<file path="src/rtl/vga_frame_streamer.sv">
// Streams one full raster frame to the VGA controller per ready pulse, filling the
// window from the GPU framebuffer and everything else with zero.
module vga_frame_streamer #(
  parameter int SCREEN_W   = 800,
  parameter int SCREEN_H   = 525,
  parameter int WIN_X0     = 295,
  parameter int WIN_Y0     = 215,
  parameter int WIN_W      = 50,
  parameter int WIN_H      = 50,
  parameter int PIX_W      = 6,
  parameter int ADDR_W     = 12,
  parameter int AUTO_START = 1
) (
  input  logic              clk_20,
  input  logic              reset,
  input  logic              vga_ready_in,
  output logic              fb_rd_en,
  output logic [ADDR_W-1:0] fb_rd_addr,
  input  logic [PIX_W-1:0]  fb_rd_data,
  output logic              vga_data_valid_out,
  output logic [PIX_W-1:0]  vga_data_out,
  output logic              frame_done,
  output logic              busy
);

  localparam int XW = (SCREEN_W > 1) ? $clog2(SCREEN_W) : 1;
  localparam int YW = (SCREEN_H > 1) ? $clog2(SCREEN_H) : 1;
  localparam logic [ADDR_W-1:0] FB_LAST = ADDR_W'(WIN_W*WIN_H-1);

  typedef enum logic [1:0] {IDLE, STREAM, DRAIN} state_t;

  state_t            state_q;
  logic [XW-1:0]     x_q;
  logic [YW-1:0]     y_q;
  logic [ADDR_W-1:0] addr_q;
  logic              pending_q, started_q;
  logic              vld_q, win_q, done_q, busy_q;
  logic              in_win_d, last_px_d, eol_d;

  always_comb begin
    in_win_d  = (int'(x_q) >= WIN_X0) && (int'(x_q) < WIN_X0 + WIN_W) &&
                (int'(y_q) >= WIN_Y0) && (int'(y_q) < WIN_Y0 + WIN_H);
    eol_d     = (int'(x_q) == SCREEN_W - 1);
    last_px_d = eol_d && (int'(y_q) == SCREEN_H - 1);
  end

  // Stage 0 drives the read straight from the counters so the synchronous
  // framebuffer data lines up with the stage-1 valid register.
  assign fb_rd_en           = (state_q == STREAM) && in_win_d;
  assign fb_rd_addr         = addr_q;
  assign vga_data_valid_out = vld_q;
  assign vga_data_out       = win_q ? fb_rd_data : '0;
  assign frame_done         = done_q;
  assign busy               = busy_q;

  always_ff @(posedge clk_20 or posedge reset) begin
    if (reset) begin
      state_q   <= IDLE;
      x_q       <= '0;
      y_q       <= '0;
      addr_q    <= '0;
      pending_q <= 1'b0;
      started_q <= 1'b0;
      vld_q     <= 1'b0;
      win_q     <= 1'b0;
      done_q    <= 1'b0;
      busy_q    <= 1'b0;
    end else begin
      started_q <= 1'b1;
      done_q    <= 1'b0;
      vld_q     <= (state_q == STREAM);
      win_q     <= fb_rd_en;
      case (state_q)
        IDLE: begin
          if (vga_ready_in || pending_q) begin
            state_q   <= STREAM;
            pending_q <= 1'b0;
            busy_q    <= 1'b1;
            x_q       <= '0;
            y_q       <= '0;
            addr_q    <= '0;
          end else if (AUTO_START != 0 && !started_q) begin
            pending_q <= 1'b1;
          end
        end
        STREAM: begin
          if (vga_ready_in) pending_q <= 1'b1;
          if (fb_rd_en && addr_q != FB_LAST) addr_q <= addr_q + 1'b1;
          if (last_px_d) begin
            state_q <= DRAIN;
            x_q     <= '0;
            y_q     <= '0;
          end else if (eol_d) begin
            x_q <= '0;
            y_q <= y_q + 1'b1;
          end else begin
            x_q <= x_q + 1'b1;
          end
        end
        DRAIN: begin
          if (vga_ready_in) pending_q <= 1'b1;
          state_q <= IDLE;
          done_q  <= 1'b1;
          busy_q  <= 1'b0;
        end
        default: state_q <= IDLE;
      endcase
    end
  end

endmodule
</file>
<file path="config.mk">
export PLATFORM = sky130hd
export DESIGN_NAME = vga_frame_streamer
export DESIGN_NICKNAME = d
export VERILOG_FILES = /design/src/rtl/vga_frame_streamer.sv
export SDC_FILE = /design/constraint.sdc
export NUM_CORES = 1
export LEC_CHECK = 0
export BUFFER_PORTS_ARGS = -buffer_cell sky130_fd_sc_hd__buf_2
export CAP_MARGIN = 20
export CELL_PAD_IN_SITES_DETAIL_PLACEMENT = 1
export CELL_PAD_IN_SITES_GLOBAL_PLACEMENT = 1
export CORE_ASPECT_RATIO = 0.75
export CORE_MARGIN = 8
export CORE_UTILIZATION = 45
export CTS_CLUSTER_DIAMETER = 60
export DETAILED_ROUTE_END_ITERATION = 16
export PLACE_DENSITY_LB_ADDON = 0.25
export SLEW_MARGIN = 20
export SYNTH_ARGS = -nofsm -noshare
export SYNTH_HDL_FRONTEND = slang
export SYNTH_SLANG_ARGS = --single-unit
</file>
<file path="constraint.sdc">
create_clock -name clk_20 -period 5.36 [get_ports clk_20]
set_input_delay 0.536 -clock clk_20 [delete_from_list [all_inputs] [get_ports clk_20]]
set_output_delay 0.536 -clock clk_20 [all_outputs]
set_load 0.01 [all_outputs]
</file>
Yosys cells after proc, flatten, opt, wreduce, memory -nomap -nowiden. Cells that the tools add are included.

Memories: 0. Register bits: 40. Memory bits (writable): 0. Output and inout bits: 22. Bits in latches: 0. Word-level logic and storage cells: 67. Bits in read-only memories: 0.

$mul: 0. Add/subtract/negate cells: 3. Muxes and demuxes: 21. Magnitude comparators: 4. Shift-type cells: 0. Equality and inequality tests: 11. Reductions and logical operators: 18. Div/mod/pow operators: 0. Bitwise logic cells: 0.

Operator list (number): $mux W10 (5); $pmux W10 S2 (2); $mux W12 (2); $pmux W12 S2 (1); $add A10 B1 Y10 const B (2); $lt A10 B9 Y1 const B (2); $add A12 B1 Y12 const B (1); $ne A12 B12 Y1 const B (1); $eq A10 B10 Y1 const B (1); $eq A10 B9 Y1 const B (1); $ge A10 B8 Y1 const B (1); $ge A10 B9 Y1 const B (1); $reduce_and A3 Y1 (3); $logic_and A1 B1 Y1 (6); $mux W6 (1); $ne A3 B3 Y1 const B (2); $reduce_and A2 Y1 (3); $reduce_bool A2 Y1 (3); $mux W1 (5); $mux W2 (2); $ne A2 B1 Y1 const B (2); $ne A2 B2 Y1 const B (2); $pmux W1 S2 (2); $pmux W2 S2 (1); other kinds (5) (5).

Logic depth before layout (Yosys ltp). Gate-level depths: netlist of run 1.

Word-level depth: 8. Mapped depth: 10. Depth with buffers taken out: 8.

Worst setup path before layout of run 1. Ideal clock, no wire load.

Path type: register to register. Start: reg state_q[0]. End: reg addr_q[10], in the netlist fb_rd_addr[10]. Data arrival time: 2.209 ns. Library setup time: 0.134 ns. Cell stages (with the launch flop): 10. Required time: 5.226 ns. Setup slack: 3.017 ns. Path through: dfrtp_1 -> inv_1 -> ha_1 -> or3b_2 -> o21ai_1 -> a31o_2 -> or3_1 -> clkbuf_2 -> o41ai_1 -> a21oi_1.

Longest elaborated chain between the ends: 5.

RTL lines: from (decl) (line 32) `state_t state_q;`; from (signal assigned) (line 58) `state_q <= IDLE;`; from (signal assigned) (line 76) `state_q <= STREAM;`; from (signal assigned) (line 90) `state_q <= DRAIN;`; $eq A2 B1 Y1 (line 49, 73); $logic_and A1 B1 Y1 (line 49) `assign fb_rd_en = (state_q == STREAM) && in_win_d;`; $logic_and A1 B1 Y1 (line 88) `if (fb_rd_en && addr_q != FB_LAST) addr_q <= addr_q + 1'b1;`; $ne A2 B1 Y1 (no source line); $reduce_and A3 Y1 (no source line); to (signal assigned) (line 88); to (decl) (line 35) `logic [ADDR_W-1:0] addr_q;`.

Several ways; a longest one is shown, not always the timed one. A chain may end at the register's enable or synchronous reset.

Worst setup path after layout of run 1.
Start: reg state_q[1]. End: out fb_rd_en.

Longest elaborated chain between the ends: 2.

RTL lines: $eq A2 B1 Y1 (line 49); $logic_and A1 B1 Y1 (line 49); to (decl) (line 17) `output logic fb_rd_en,`.

No other way between the ends.

==> results of run 1 <==
-- where the power goes --
part	total, mW	switching [mW]	internal (mW)
combinational	0.375	0.252	0.123
clock	0.206	0.101	0.105
sequential	0.373	0.0362	0.337
total	0.954	0.389	0.565
-- stage by stage --
stage	util, %	total power, mW	cell area (um2)	hold slack, ns
after floorplan	-	0.636	2340	0.485
after global placement	51.3	0.724	2540	0.508
after detailed placement	51.3	0.743	2540	0.516
after CTS	53.1	0.952	2630	0.381
after global routing	53.3	1.03	2640	0.431
final	53.3	0.954	2640	0.346
-- per-layer routing --
| metal | share of wire, % | up-vias | GRT usage (%) |
|---|---|---|---|
| li1 | - | 1017 | - |
| met5 | 0 | - | 0 |
| met2 | 44 | 50 | 24.3 |
| met4 | 0.50 | 0 | 3.31 |
| met1 | 51 | 1049 | 23.5 |
| met3 | 5.0 | 4 | 4.14 |
-- cell families after synthesis --
| group | share of synthesized area [%] |
|---|---|
| buffers and inverters | 4.06 |
| AO/OA/AOI/OAI | 18.4 |
| XOR/XNOR | 2.24 |
| flip-flops | 42.7 |
| adder cells (fa/ha/maj) | 5.87 |
| AND/OR/NAND/NOR | 26.5 |
| other | 0.160 |
-- area by class of cell --
type                            instances  area [um2]  share of cell area (%)
Inverter                               14        52.6                    1.99
Multi-Input combinational cell        203        1250                    47.3
Timing Repair Buffer                   33         173                    6.54
Clock buffer                            8        90.1                    3.41
Tap cell                               60        75.1                    2.84
Sequential cell                        40        1000                    37.9
-- synthesized netlist by cell type (3+ instances only) --
library cell | count | area share (%)
sky130_fd_sc_hd__o31ai_1 | 7 | 2.2
sky130_fd_sc_hd__nand2b_1 | 4 | 1.1
sky130_fd_sc_hd__nor2b_1 | 6 | 1.6
sky130_fd_sc_hd__o21ai_1 | 3 | 0.64
sky130_fd_sc_hd__or3_1 | 3 | 0.80
sky130_fd_sc_hd__nand4_1 | 4 | 1.1
sky130_fd_sc_hd__xor2_1 | 3 | 1.1
sky130_fd_sc_hd__a21oi_1 | 11 | 2.3
sky130_fd_sc_hd__nor3_1 | 9 | 1.9
sky130_fd_sc_hd__nor4_1 | 5 | 1.3
sky130_fd_sc_hd__inv_1 | 14 | 2.2
sky130_fd_sc_hd__or4_1 | 3 | 0.96
sky130_fd_sc_hd__and3_1 | 5 | 1.3
sky130_fd_sc_hd__ha_1 | 11 | 5.9
sky130_fd_sc_hd__nand3_1 | 14 | 3.0
sky130_fd_sc_hd__nor2_1 | 13 | 2.1
sky130_fd_sc_hd__dfrtp_1 | 40 | 43
sky130_fd_sc_hd__nand2_1 | 25 | 4.0
sky130_fd_sc_hd__and2_1 | 7 | 1.9
sky130_fd_sc_hd__o21ai_0 | 32 | 6.8
sky130_fd_sc_hd__xnor2_1 | 3 | 1.1
-- flip-flops by register name, summed over array words and instances (netlist names), 2 cells and up --
name / cells
fb_rd_addr: 12
y_q: 10
state_q: 2
x_q: 10
-- how the worst max path moves through the flow --
stage                                 endpoint  slack (ns)  depth (start not counted)
finish                                fb_rd_en        2.44                          7
detailed placement  fb_rd_addr[10]$_DFFE_PP0P_        2.51                          7
global placement    fb_rd_addr[10]$_DFFE_PP0P_        2.59                          7
floorplan           fb_rd_addr[10]$_DFFE_PP0P_        3.02                          9
CTS                                   fb_rd_en        2.44                          7
global route                          fb_rd_en        2.21                          7
-- tightest hold or removal path, delay by kind of cell --
kind	cells	cell delay (ns)
buffers and inverters	3	0.54
==> metrics.txt, run 1 <==
# TYPE chip_impl_metric gauge
chip_impl_info{name="outcome",value="complete, no violations"} 1
chip_impl_metric{name="starting_density",unit="%"} 47.3
chip_impl_metric{name="dieArea",unit="mm2"} 0.00780
chip_impl_metric{name="synth.distinct_cells",unit=""} 53
chip_impl_metric{name="wire_length_of_the_first_global_routing_pass",unit="um"} 10600
chip_impl_metric{name="max_slew.worst_pin.slew",unit="ns"} 0.805
chip_impl_metric{name="synth_warnings",unit=""} 0
chip_impl_metric{name="finalSetupViolations",unit=""} 0
chip_impl_metric{name="max_stage_delay",unit="ns"} 0.42
chip_impl_metric{name="ff2ff_path_depth",unit=""} 8
chip_impl_metric{name="grt_start_max_net_pins",unit=""} 41
chip_impl_metric{name="grt_antenna_before_repair",unit=""} 0
chip_impl_metric{name="remaining_drc_errors",unit=""} 0
chip_impl_metric{name="dr.pass1.iters",unit=""} 4
chip_impl_metric{name="routed_wirelength",unit="um"} 6190
chip_impl_info{name="crit_type",value="register to output port"} 1
chip_impl_info{name="critical_path.endpoint_type",value="output port"} 1
chip_impl_info{name="cp-startpoint",value="state_q[1]$_DFFE_PP0P_"} 1
chip_impl_metric{name="grt.total_usage",unit="%"} 16.5
chip_impl_metric{name="io_pins",unit=""} 31
chip_impl_metric{name="final.min_clock_period",unit="ns"} 2.92
chip_impl_metric{name="finalNetCount",unit=""} 317
chip_impl_metric{name="crit_fanout",unit=""} 11
chip_impl_metric{name="cts_setup_buffers",unit=""} 0
chip_impl_metric{name="cellLeakagePower",unit="nW"} 1.19
chip_impl_metric{name="ys_async_sr_fraction",unit="%"} 100
chip_impl_metric{name="final_cell_count_no_fill",unit=""} 358
chip_impl_metric{name="clkSlewWorstSetupHoldPaths",unit="ns"} 0.08
chip_impl_metric{name="ys_seq_area_share",unit="%"} 42.7
chip_impl_metric{name="critPathRequiredTime",unit="ns"} 4.82
chip_impl_metric{name="finClkSkew",unit="ns"} 0.00609
chip_impl_metric{name="synthesis.area",unit="mm2"} 0.00234
chip_impl_metric{name="postRouteAntennaNets",unit=""} 0
chip_impl_metric{name="fillCellCount",unit=""} 607
chip_impl_info{name="worst_path_max_delay_cell",value="sky130_fd_sc_hd__ha_1"} 1
chip_impl_metric{name="die_height",unit="um"} 78.5
chip_impl_info{name="ff_to_ff_end",value="fb_rd_addr[10]$_DFFE_PP0P_"} 1
chip_impl_info{name="crit_chain",value="inv_1 > ha_1 > inv_1 > nor3_1 > o221ai_2 > nor2_1 > buf_2"} 1
chip_impl_info{name="root_buffer",value="sky130_fd_sc_hd__clkbuf_8"} 1
chip_impl_metric{name="vdd.ir_drop.worst",unit="mV"} 0.221
chip_impl_metric{name="synth.net_count",unit=""} 284
chip_impl_metric{name="synth_edf_count",unit=""} 0
chip_impl_metric{name="final_min_period_over_clock_period",unit="%"} 54.4
chip_impl_info{name="cp_common_cell",value="sky130_fd_sc_hd__inv_1"} 1
chip_impl_info{name="grt_setup_unrepaired",value="no"} 1
chip_impl_metric{name="hold_viol_final",unit=""} 0
chip_impl_metric{name="place_ws",unit="ns"} 2.51
chip_impl_metric{name="cts_made_buffers",unit=""} 5
chip_impl_metric{name="postSynthCellCount",unit=""} 264
chip_impl_metric{name="place.gp.congestion",unit=""} 0.845
chip_impl_info{name="worstReg2RegStart",value="state_q[1]$_DFFE_PP0P_"} 1
chip_impl_metric{name="clk_latency",unit="ns"} 0.29
chip_impl_metric{name="die_width",unit="um"} 99.3
chip_impl_metric{name="routed_via_density",unit=""} 5.92
chip_impl_metric{name="finalWorstSetupSlack",unit="ns"} 2.44
chip_impl_metric{name="wl_per_cell",unit="um"} 17.3
chip_impl_info{name="min_delay_path_class",value="input pin to asynchronous set/reset pin"} 1
chip_impl_info{name="critical_path.startpoint_type",value="register"} 1
chip_impl_metric{name="vias_in_the_first_global_route",unit=""} 2080
chip_impl_metric{name="max_freq",unit="MHz"} 343
chip_impl_metric{name="htreeDepth",unit=""} 2
chip_impl_metric{name="cts_max_path_buffers",unit=""} 2
chip_impl_info{name="commonest_non_fill_non_tap_cells_in_the_layout",value="sky130_fd_sc_hd__dfrtp_1 (40), sky130_fd_sc_hd__o21ai_0 (32), sky130_fd_sc_hd__buf_2 (30)"} 1
chip_impl_metric{name="setup.reg_to_reg.worst_slack",unit="ns"} 2.61
chip_impl_info{name="tritoncts",value="done"} 1
chip_impl_metric{name="cap_viol_max_count",unit=""} 0
chip_impl_metric{name="clock_sinks",unit=""} 40
chip_impl_metric{name="avgSynthCellArea",unit="um2"} 8.88
chip_impl_metric{name="vias_after_detailed_routing",unit=""} 2120
chip_impl_metric{name="dp_hpwl",unit="um"} 4530
chip_impl_metric{name="dp_cells",unit=""} 349
chip_impl_info{name="layout_commonest_cell",value="sky130_fd_sc_hd__dfrtp_1"} 1
chip_impl_metric{name="globalRoute.totalOverflow",unit=""} 0
chip_impl_metric{name="portBuffers",unit=""} 30
chip_impl_metric{name="cp_data_arrival_time",unit="ns"} 2.38
chip_impl_info{name="primary_ff_master_synth",value="sky130_fd_sc_hd__dfrtp_1"} 1
chip_impl_metric{name="flow.area_growth_from_synthesis",unit="%"} 12.6
chip_impl_metric{name="powerDensity",unit="mW/mm2"} 361
chip_impl_metric{name="drt-initial-drc-count",unit=""} 82
chip_impl_metric{name="fin_setup_tns",unit="ns"} 0
chip_impl_metric{name="antenna_cells_inserted",unit=""} 0
chip_impl_metric{name="final_max_slew_viol_count",unit=""} 0
chip_impl_metric{name="coreArea",unit="mm2"} 0.00495
chip_impl_metric{name="rows",unit=""} 22
chip_impl_info{name="cpLargestDelayFamily",value="simple AND/OR/NAND/NOR gates"} 1
chip_impl_metric{name="cts_hold_repair.buffers",unit=""} 0
chip_impl_metric{name="drive_gt1_share",unit="%"} 16.4
chip_impl_metric{name="critical_path.n_buffers_inverters",unit=""} 3
chip_impl_metric{name="timing.slew.headroom",unit="%"} 46.0
chip_impl_metric{name="synth_seq_cells",unit=""} 40
chip_impl_metric{name="cts_resized",unit=""} 0
No activity file was read; power rests on OpenSTA's default activity.
==> inputs of run 2 (changes only) <==
Settings changed: CORE_UTILIZATION 45 to 39.
Clock period 5.36 ns to 2.4 ns, I/O delays scaled along.
==> run 2 against run 1 <==
  * The run now ends with negative setup slack left
  * Critical path depth grew 2
  * Clock power grew 130%
  * Sequential power grew 120%
  * Cell area grew 11%
  * Non-clock buffer count grew 16
  * Flip-flop and latch count is the same
==> metrics.txt, run 2 (synthesis gave the netlist of run 1 again) <==
# TYPE chip_impl_metric gauge
chip_impl_metric{name="wl_per_cell",unit="um"} 17.8
chip_impl_metric{name="grt_start_max_net_pins",unit=""} 27
chip_impl_metric{name="vdd.ir_drop.worst",unit="mV"} 0.496
chip_impl_metric{name="power",unit="mW"} 2.36
chip_impl_metric{name="max_freq",unit="MHz"} 406
chip_impl_metric{name="globalRoute.totalOverflow",unit=""} 0
chip_impl_info{name="grt_setup_unrepaired",value="yes"} 1
chip_impl_metric{name="critPathRequiredTime",unit="ns"} 2.57
chip_impl_metric{name="vias_in_the_first_global_route",unit=""} 2295
chip_impl_metric{name="place_ws",unit="ns"} -0.105
chip_impl_metric{name="final_min_period_over_clock_period",unit="%"} 103
chip_impl_metric{name="remaining_drc_errors",unit=""} 0
chip_impl_metric{name="rows",unit=""} 24
chip_impl_metric{name="dieArea",unit="mm2"} 0.00877
chip_impl_metric{name="cts_made_buffers",unit=""} 5
chip_impl_metric{name="grt.total_usage",unit="%"} 15.8
chip_impl_metric{name="grt_antenna_before_repair",unit=""} 0
chip_impl_info{name="top_sig_layer",value="met4"} 1
chip_impl_info{name="violations",value="negative setup slack"} 1
chip_impl_metric{name="starting_density",unit="%"} 40.4
chip_impl_metric{name="final_cell_count_no_fill",unit=""} 392
chip_impl_metric{name="io_pins",unit=""} 31
chip_impl_metric{name="met3_wirelength",unit="um"} 176
chip_impl_info{name="commonest_non_fill_non_tap_cells_in_the_layout",value="sky130_fd_sc_hd__dfrtp_1 (37), sky130_fd_sc_hd__o21ai_0 (32), sky130_fd_sc_hd__buf_2 (29)"} 1
chip_impl_metric{name="postRouteAntennaNets",unit=""} 0
chip_impl_metric{name="clkSlewWorstSetupHoldPaths",unit="ns"} 0.09
chip_impl_metric{name="hold_viol_final",unit=""} 0
chip_impl_info{name="root_buffer",value="sky130_fd_sc_hd__clkbuf_8"} 1
chip_impl_metric{name="antenna_cells_inserted",unit=""} 0
chip_impl_metric{name="fin_worst_hold_slack",unit="ns"} 0.0258
chip_impl_metric{name="finalWorstSetupSlack",unit="ns"} -0.0633
chip_impl_metric{name="dp_cells",unit=""} 382
chip_impl_metric{name="htreeDepth",unit=""} 2
chip_impl_info{name="critical_path.endpoint_type",value="register"} 1
chip_impl_metric{name="finalNetCount",unit=""} 333
chip_impl_metric{name="clk_latency",unit="ns"} 0.29
chip_impl_metric{name="final_max_slew_viol_count",unit=""} 0
chip_impl_metric{name="clock_sinks",unit=""} 40
chip_impl_metric{name="routed_wirelength",unit="um"} 6990
chip_impl_metric{name="vias_after_detailed_routing",unit=""} 2159
chip_impl_metric{name="coreArea",unit="mm2"} 0.00580
chip_impl_info{name="tritoncts",value="done"} 1
chip_impl_metric{name="cap_viol_max_count",unit=""} 0
chip_impl_metric{name="place.gp.congestion",unit=""} 0.821
chip_impl_metric{name="drive_gt1_share",unit="%"} 26.8
chip_impl_metric{name="finClkSkew",unit="ns"} 0.00783
chip_impl_info{name="layout_commonest_cell",value="sky130_fd_sc_hd__dfrtp_1"} 1
chip_impl_metric{name="die_height",unit="um"} 83.1
chip_impl_metric{name="drt-initial-drc-count",unit=""} 86
chip_impl_metric{name="dr.pass1.iters",unit=""} 4
chip_impl_info{name="critical_path.startpoint_type",value="register"} 1
chip_impl_metric{name="largest_reg_flops",unit=""} 12
chip_impl_info{name="min_delay_path_class",value="input pin to asynchronous set/reset pin"} 1
chip_impl_metric{name="wire_length_of_the_first_global_routing_pass",unit="um"} 11500
chip_impl_info{name="outcome",value="complete, but fails checks"} 1
chip_impl_metric{name="routed_via_density",unit=""} 5.51
chip_impl_info{name="crit_type",value="register to register"} 1
chip_impl_metric{name="powerDensity",unit="mW/mm2"} 806
chip_impl_metric{name="routed-wl-met2",unit="um"} 3370
chip_impl_metric{name="portBuffers",unit=""} 30
chip_impl_metric{name="crit_fanout",unit=""} 6
chip_impl_metric{name="detail_route.wirelength.met1",unit="um"} 3390
chip_impl_metric{name="timing.slew.headroom",unit="%"} 56.0
chip_impl_metric{name="max_slew.worst_pin.slew",unit="ns"} 0.659
chip_impl_metric{name="cellLeakagePower",unit="nW"} 1.31
chip_impl_metric{name="dp_hpwl",unit="um"} 5010
chip_impl_metric{name="final.min_clock_period",unit="ns"} 2.46
chip_impl_metric{name="cts_max_path_buffers",unit=""} 2
chip_impl_metric{name="finalSetupViolations",unit=""} 1
chip_impl_metric{name="finalCoreUtilization",unit="%"} 50.4
chip_impl_metric{name="die_width",unit="um"} 106
chip_impl_metric{name="flow.area_growth_from_synthesis",unit="%"} 24.7
chip_impl_metric{name="cp_data_arrival_time",unit="ns"} 2.63
-- run 2: changes by cell type in the layout (fill, tap and decap cells not counted), sizes merged --
cell / before / now
buf: 33 / 49
clkbuf: 8 / 6
clkinv: 0 / 2
-- run 2: final cells by class --
class | instances | area [um2]
inverter | 14 | 52.6
fill | 669 | 2870
timing repair buffer | 49 | 319
clock buffer | 6 | 82.6
multi-input combinational | 203 | 1360
tap | 78 | 97.6
sequential | 40 | 1000
clock inverter | 2 | 10.0
-- run 2: worst paths after layout --
check                                         from                           end  slack [ns]  depth (start not counted)
min in group clk_20                   vga_ready_in         pending_q$_DFFE_PP0P_        0.38                          4
worst min-delay path                         reset            y_q[8]$_DFFE_PP0P_        0.03                          2
worst max register to register  x_q[0]$_DFFE_PP0P_    fb_rd_addr[10]$_DFFE_PP0P_       -0.06                          9
worst min register to register  x_q[7]$_DFFE_PP0P_            x_q[7]$_DFFE_PP0P_        0.54                          1
max in group asynchronous                    reset  vga_data_valid_out$_DFF_PP0_        1.80                          3
worst max-delay path            x_q[0]$_DFFE_PP0P_    fb_rd_addr[10]$_DFFE_PP0P_       -0.06                          9
-- run 2: per-stage QoR --
stage	area, um2	setup TNS (ns)
after floorplan	2340	0
after global placement	2690	0
after detailed placement	2690	-0.105
after CTS	2820	-0.0305
after global routing	2920	-0.282
final	2920	-0.0633
-- run 2: critical path, cell delays in order, from the launching register on --
cell and delay (ns):
sky130_fd_sc_hd__dfrtp_1 0.40, sky130_fd_sc_hd__buf_4 0.14, sky130_fd_sc_hd__inv_1 0.05, sky130_fd_sc_hd__ha_1 0.14, sky130_fd_sc_hd__nand2b_1 0.08, sky130_fd_sc_hd__a311oi_2 0.35, sky130_fd_sc_hd__o221ai_4 0.21, sky130_fd_sc_hd__or3_4 0.45
sky130_fd_sc_hd__o41ai_2 0.41, sky130_fd_sc_hd__a21oi_1 0.11
-- run 2: report_power, final --
part	internal, mW	switching [mW]
Sequential	0.753	0.0533
Clock	0.230	0.248
Combinational	0.411	0.662
Total	1.39	0.963
-- run 2: timing repair --
item	CTS	global route
hold buffers	0	0
pin swaps	0	4
resized for setup	6	20
endpoints found under the setup margin	4	16
setup buffers	0	2
-- run 2: layer usage --
metal	up-vias	track usage [%]
met4	0	4.20
li1	1050	-
met5	-	0
met3	6	3.63
met2	22	25.0
met1	1081	21.2
==> inputs of run 3 (changes only) <==
Settings changed: CORE_ASPECT_RATIO 0.75 to default.
==> run 3 against run 2 <==
  * The run now ends clean
  * Via count up 3.0%
  * Cell area down 0.77%
  * Sequential power up 0.7%
  * Clock power down 12%
  * Clock skew up 0.0032 ns
  * Critical path type unchanged
  * Critical endpoint unchanged
  * Largest cell class unchanged
==> metrics.txt, run 3 (synthesis gave the netlist of run 1 again) <==
# TYPE chip_impl_metric gauge
chip_impl_metric{name="place.gp.congestion",unit=""} 0.784
chip_impl_metric{name="max_stage_delay",unit="ns"} 0.58
chip_impl_info{name="root_buffer",value="sky130_fd_sc_hd__clkbuf_8"} 1
chip_impl_metric{name="routed_wirelength",unit="um"} 6580
chip_impl_metric{name="flow.area_growth_from_synthesis",unit="%"} 23.8
chip_impl_metric{name="fin_setup_tns",unit="ns"} 0
chip_impl_metric{name="dp_hpwl",unit="um"} 4720
chip_impl_info{name="crit_type",value="register to register"} 1
chip_impl_metric{name="antenna_cells_inserted",unit=""} 0
chip_impl_metric{name="starting_density",unit="%"} 40.1
chip_impl_metric{name="finalNetCount",unit=""} 339
chip_impl_metric{name="powerDensity",unit="mW/mm2"} 801
chip_impl_metric{name="wl_per_cell",unit="um"} 16.7
chip_impl_info{name="tritoncts",value="done"} 1
chip_impl_metric{name="cellLeakagePower",unit="nW"} 1.32
chip_impl_metric{name="max_slew.worst_pin.slew",unit="ns"} 0.525
chip_impl_metric{name="power",unit="mW"} 2.32
chip_impl_metric{name="final_min_period_over_clock_period",unit="%"} 98.5
chip_impl_metric{name="place_ws",unit="ns"} -0.0400
chip_impl_metric{name="max_freq",unit="MHz"} 423
chip_impl_metric{name="drive_gt1_share",unit="%"} 26.0
chip_impl_metric{name="postRouteAntennaNets",unit=""} 0
chip_impl_metric{name="crit_fanout",unit=""} 6
chip_impl_metric{name="remaining_drc_errors",unit=""} 0
chip_impl_metric{name="cts_max_path_buffers",unit=""} 2
chip_impl_metric{name="timing.slew.headroom",unit="%"} 65.0
chip_impl_info{name="worst_path_max_delay_cell",value="sky130_fd_sc_hd__or4_1"} 1
chip_impl_info{name="cpLargestDelayFamily",value="simple AND/OR/NAND/NOR gates"} 1
chip_impl_info{name="min_delay_path_class",value="input pin to asynchronous set/reset pin"} 1
chip_impl_metric{name="clock_sinks",unit=""} 40
chip_impl_metric{name="portBuffers",unit=""} 30
chip_impl_metric{name="dr.pass1.iters",unit=""} 4
chip_impl_info{name="commonest_non_fill_non_tap_cells_in_the_layout",value="sky130_fd_sc_hd__dfrtp_1 (40), sky130_fd_sc_hd__o21ai_0 (32), sky130_fd_sc_hd__buf_2 (30)"} 1
chip_impl_metric{name="vdd.ir_drop.worst",unit="mV"} 0.489
chip_impl_metric{name="final.min_clock_period",unit="ns"} 2.37
chip_impl_metric{name="htreeDepth",unit=""} 2
chip_impl_metric{name="die_height",unit="um"} 93.5
chip_impl_metric{name="grt.total_usage",unit="%"} 15.3
chip_impl_metric{name="finalWorstSetupSlack",unit="ns"} 0.0348
chip_impl_metric{name="vias_after_detailed_routing",unit=""} 2223
chip_impl_metric{name="dieArea",unit="mm2"} 0.00875
chip_impl_metric{name="seq_area",unit="mm2"} 0.00100
chip_impl_metric{name="hold_viol_final",unit=""} 0
chip_impl_metric{name="combined_area_of_the_multi_input_logic_cells",unit="mm2"} 0.00133
chip_impl_metric{name="largest_reg_flops",unit=""} 12
chip_impl_info{name="outcome",value="complete, no violations"} 1
chip_impl_metric{name="clk_latency",unit="ns"} 0.29
chip_impl_metric{name="rows",unit=""} 28
chip_impl_metric{name="finalSetupViolations",unit=""} 0
chip_impl_metric{name="placed_cell_area",unit="mm2"} 0.00268
chip_impl_info{name="critical_path.startpoint_type",value="register"} 1
chip_impl_metric{name="cts_hold_repair.buffers",unit=""} 0
chip_impl_metric{name="io_pins",unit=""} 31
chip_impl_metric{name="vias_in_the_first_global_route",unit=""} 2245
chip_impl_metric{name="post-route-cell-area",unit="mm2"} 0.00290
chip_impl_metric{name="clkSlewWorstSetupHoldPaths",unit="ns"} 0.08
chip_impl_metric{name="routed_via_density",unit=""} 5.64
chip_impl_info{name="crit_chain",value="or4_1 > a22o_1 > nor4_4 > or4b_1 > a21oi_1"} 1
chip_impl_metric{name="grt_start_max_net_pins",unit=""} 41
chip_impl_metric{name="cap_viol_max_count",unit=""} 0
chip_impl_metric{name="critPathRequiredTime",unit="ns"} 2.61
chip_impl_metric{name="final_max_slew_viol_count",unit=""} 0
chip_impl_metric{name="fillCellCount",unit=""} 725
chip_impl_metric{name="grt_antenna_before_repair",unit=""} 0
chip_impl_metric{name="coreArea",unit="mm2"} 0.00585
chip_impl_metric{name="finClkSkew",unit="ns"} 0.0111
chip_impl_metric{name="drt-initial-drc-count",unit=""} 72
chip_impl_metric{name="wire_length_of_the_first_global_routing_pass",unit="um"} 10900
chip_impl_metric{name="critical_path.n_buffers_inverters",unit=""} 0
chip_impl_metric{name="die_width",unit="um"} 93.5
chip_impl_info{name="critical_path.endpoint_type",value="register"} 1
chip_impl_metric{name="globalRoute.totalOverflow",unit=""} 0
chip_impl_metric{name="cp_data_arrival_time",unit="ns"} 2.58
chip_impl_metric{name="cts_made_buffers",unit=""} 5
chip_impl_info{name="layout_commonest_cell",value="sky130_fd_sc_hd__dfrtp_1"} 1
==> run 3: what timing repair did <==
action                                  in CTS  in global routing
endpoints found under the setup margin       2                 12
gates cloned                                 0                  0
pin swaps                                    0                  5
buffers inserted                             0                  7
gates resized for setup                      2                 14
==> run 3: where the power goes <==
group | total, mW | switching, mW | leakage, nW | internal [mW]
Sequential | 0.812 | 0.0601 | 0.543 | 0.752
Clock | 0.423 | 0.225 | 0.0410 | 0.198
Combinational | 1.09 | 0.641 | 0.738 | 0.446
==> run 3: path summary, 6_finish.rpt <==
check	from	endpoint	slack, ns	cells past startpoint
min in group clk_20	vga_ready_in	pending_q$_DFFE_PP0P_	0.36	4
max in group asynchronous	reset	fb_rd_addr[0]$_DFFE_PP0P_	1.96	3
hold / removal	reset	fb_rd_addr[8]$_DFFE_PP0P_	0.08	3
setup / recovery	y_q[9]$_DFFE_PP0P_	fb_rd_addr[10]$_DFFE_PP0P_	0.03	5
hold reg to reg	fb_rd_addr[11]$_DFFE_PP0P_	fb_rd_addr[11]$_DFFE_PP0P_	0.54	1
setup reg to reg	y_q[9]$_DFFE_PP0P_	fb_rd_addr[10]$_DFFE_PP0P_	0.03	5
==> run 3: stage by stage <==
stage               hold WS [ns]  util [%]  std cells
finish                    0.0789      49.6        394
global route               0.138      49.6        394
CTS                       0.0956      47.3        387
detailed placement         0.415      45.8        380
global placement           0.405      45.8        380
floorplan                  0.458         -        264
==> run 3: layout make-up <==
| type | count | area share, % |
|---|---|---|
| Timing Repair Buffer | 55 | 11.8 |
| Clock inverter | 1 | 0.173 |
| Multi-Input combinational cell | 203 | 46.0 |
| Clock buffer | 6 | 2.50 |
| Sequential cell | 40 | 34.5 |
| Inverter | 14 | 1.81 |
| Tap cell | 75 | 3.24 |
==> run 3: per-layer routing <==
| metal | global-route usage [%] | share of wire (%) |
|---|---|---|
| met3 | 3.69 | 5.0 |
| met1 | 19.5 | 44 |
| met2 | 24.7 | 49 |
| met5 | 0 | 0 |
| met4 | 5.10 | 1.5 |
==> run 3: worst min-delay path: stages <==
cell and delay, ns:
sky130_fd_sc_hd__buf_2 0.09, sky130_fd_sc_hd__inv_1 0.05, sky130_fd_sc_hd__buf_4 0.45
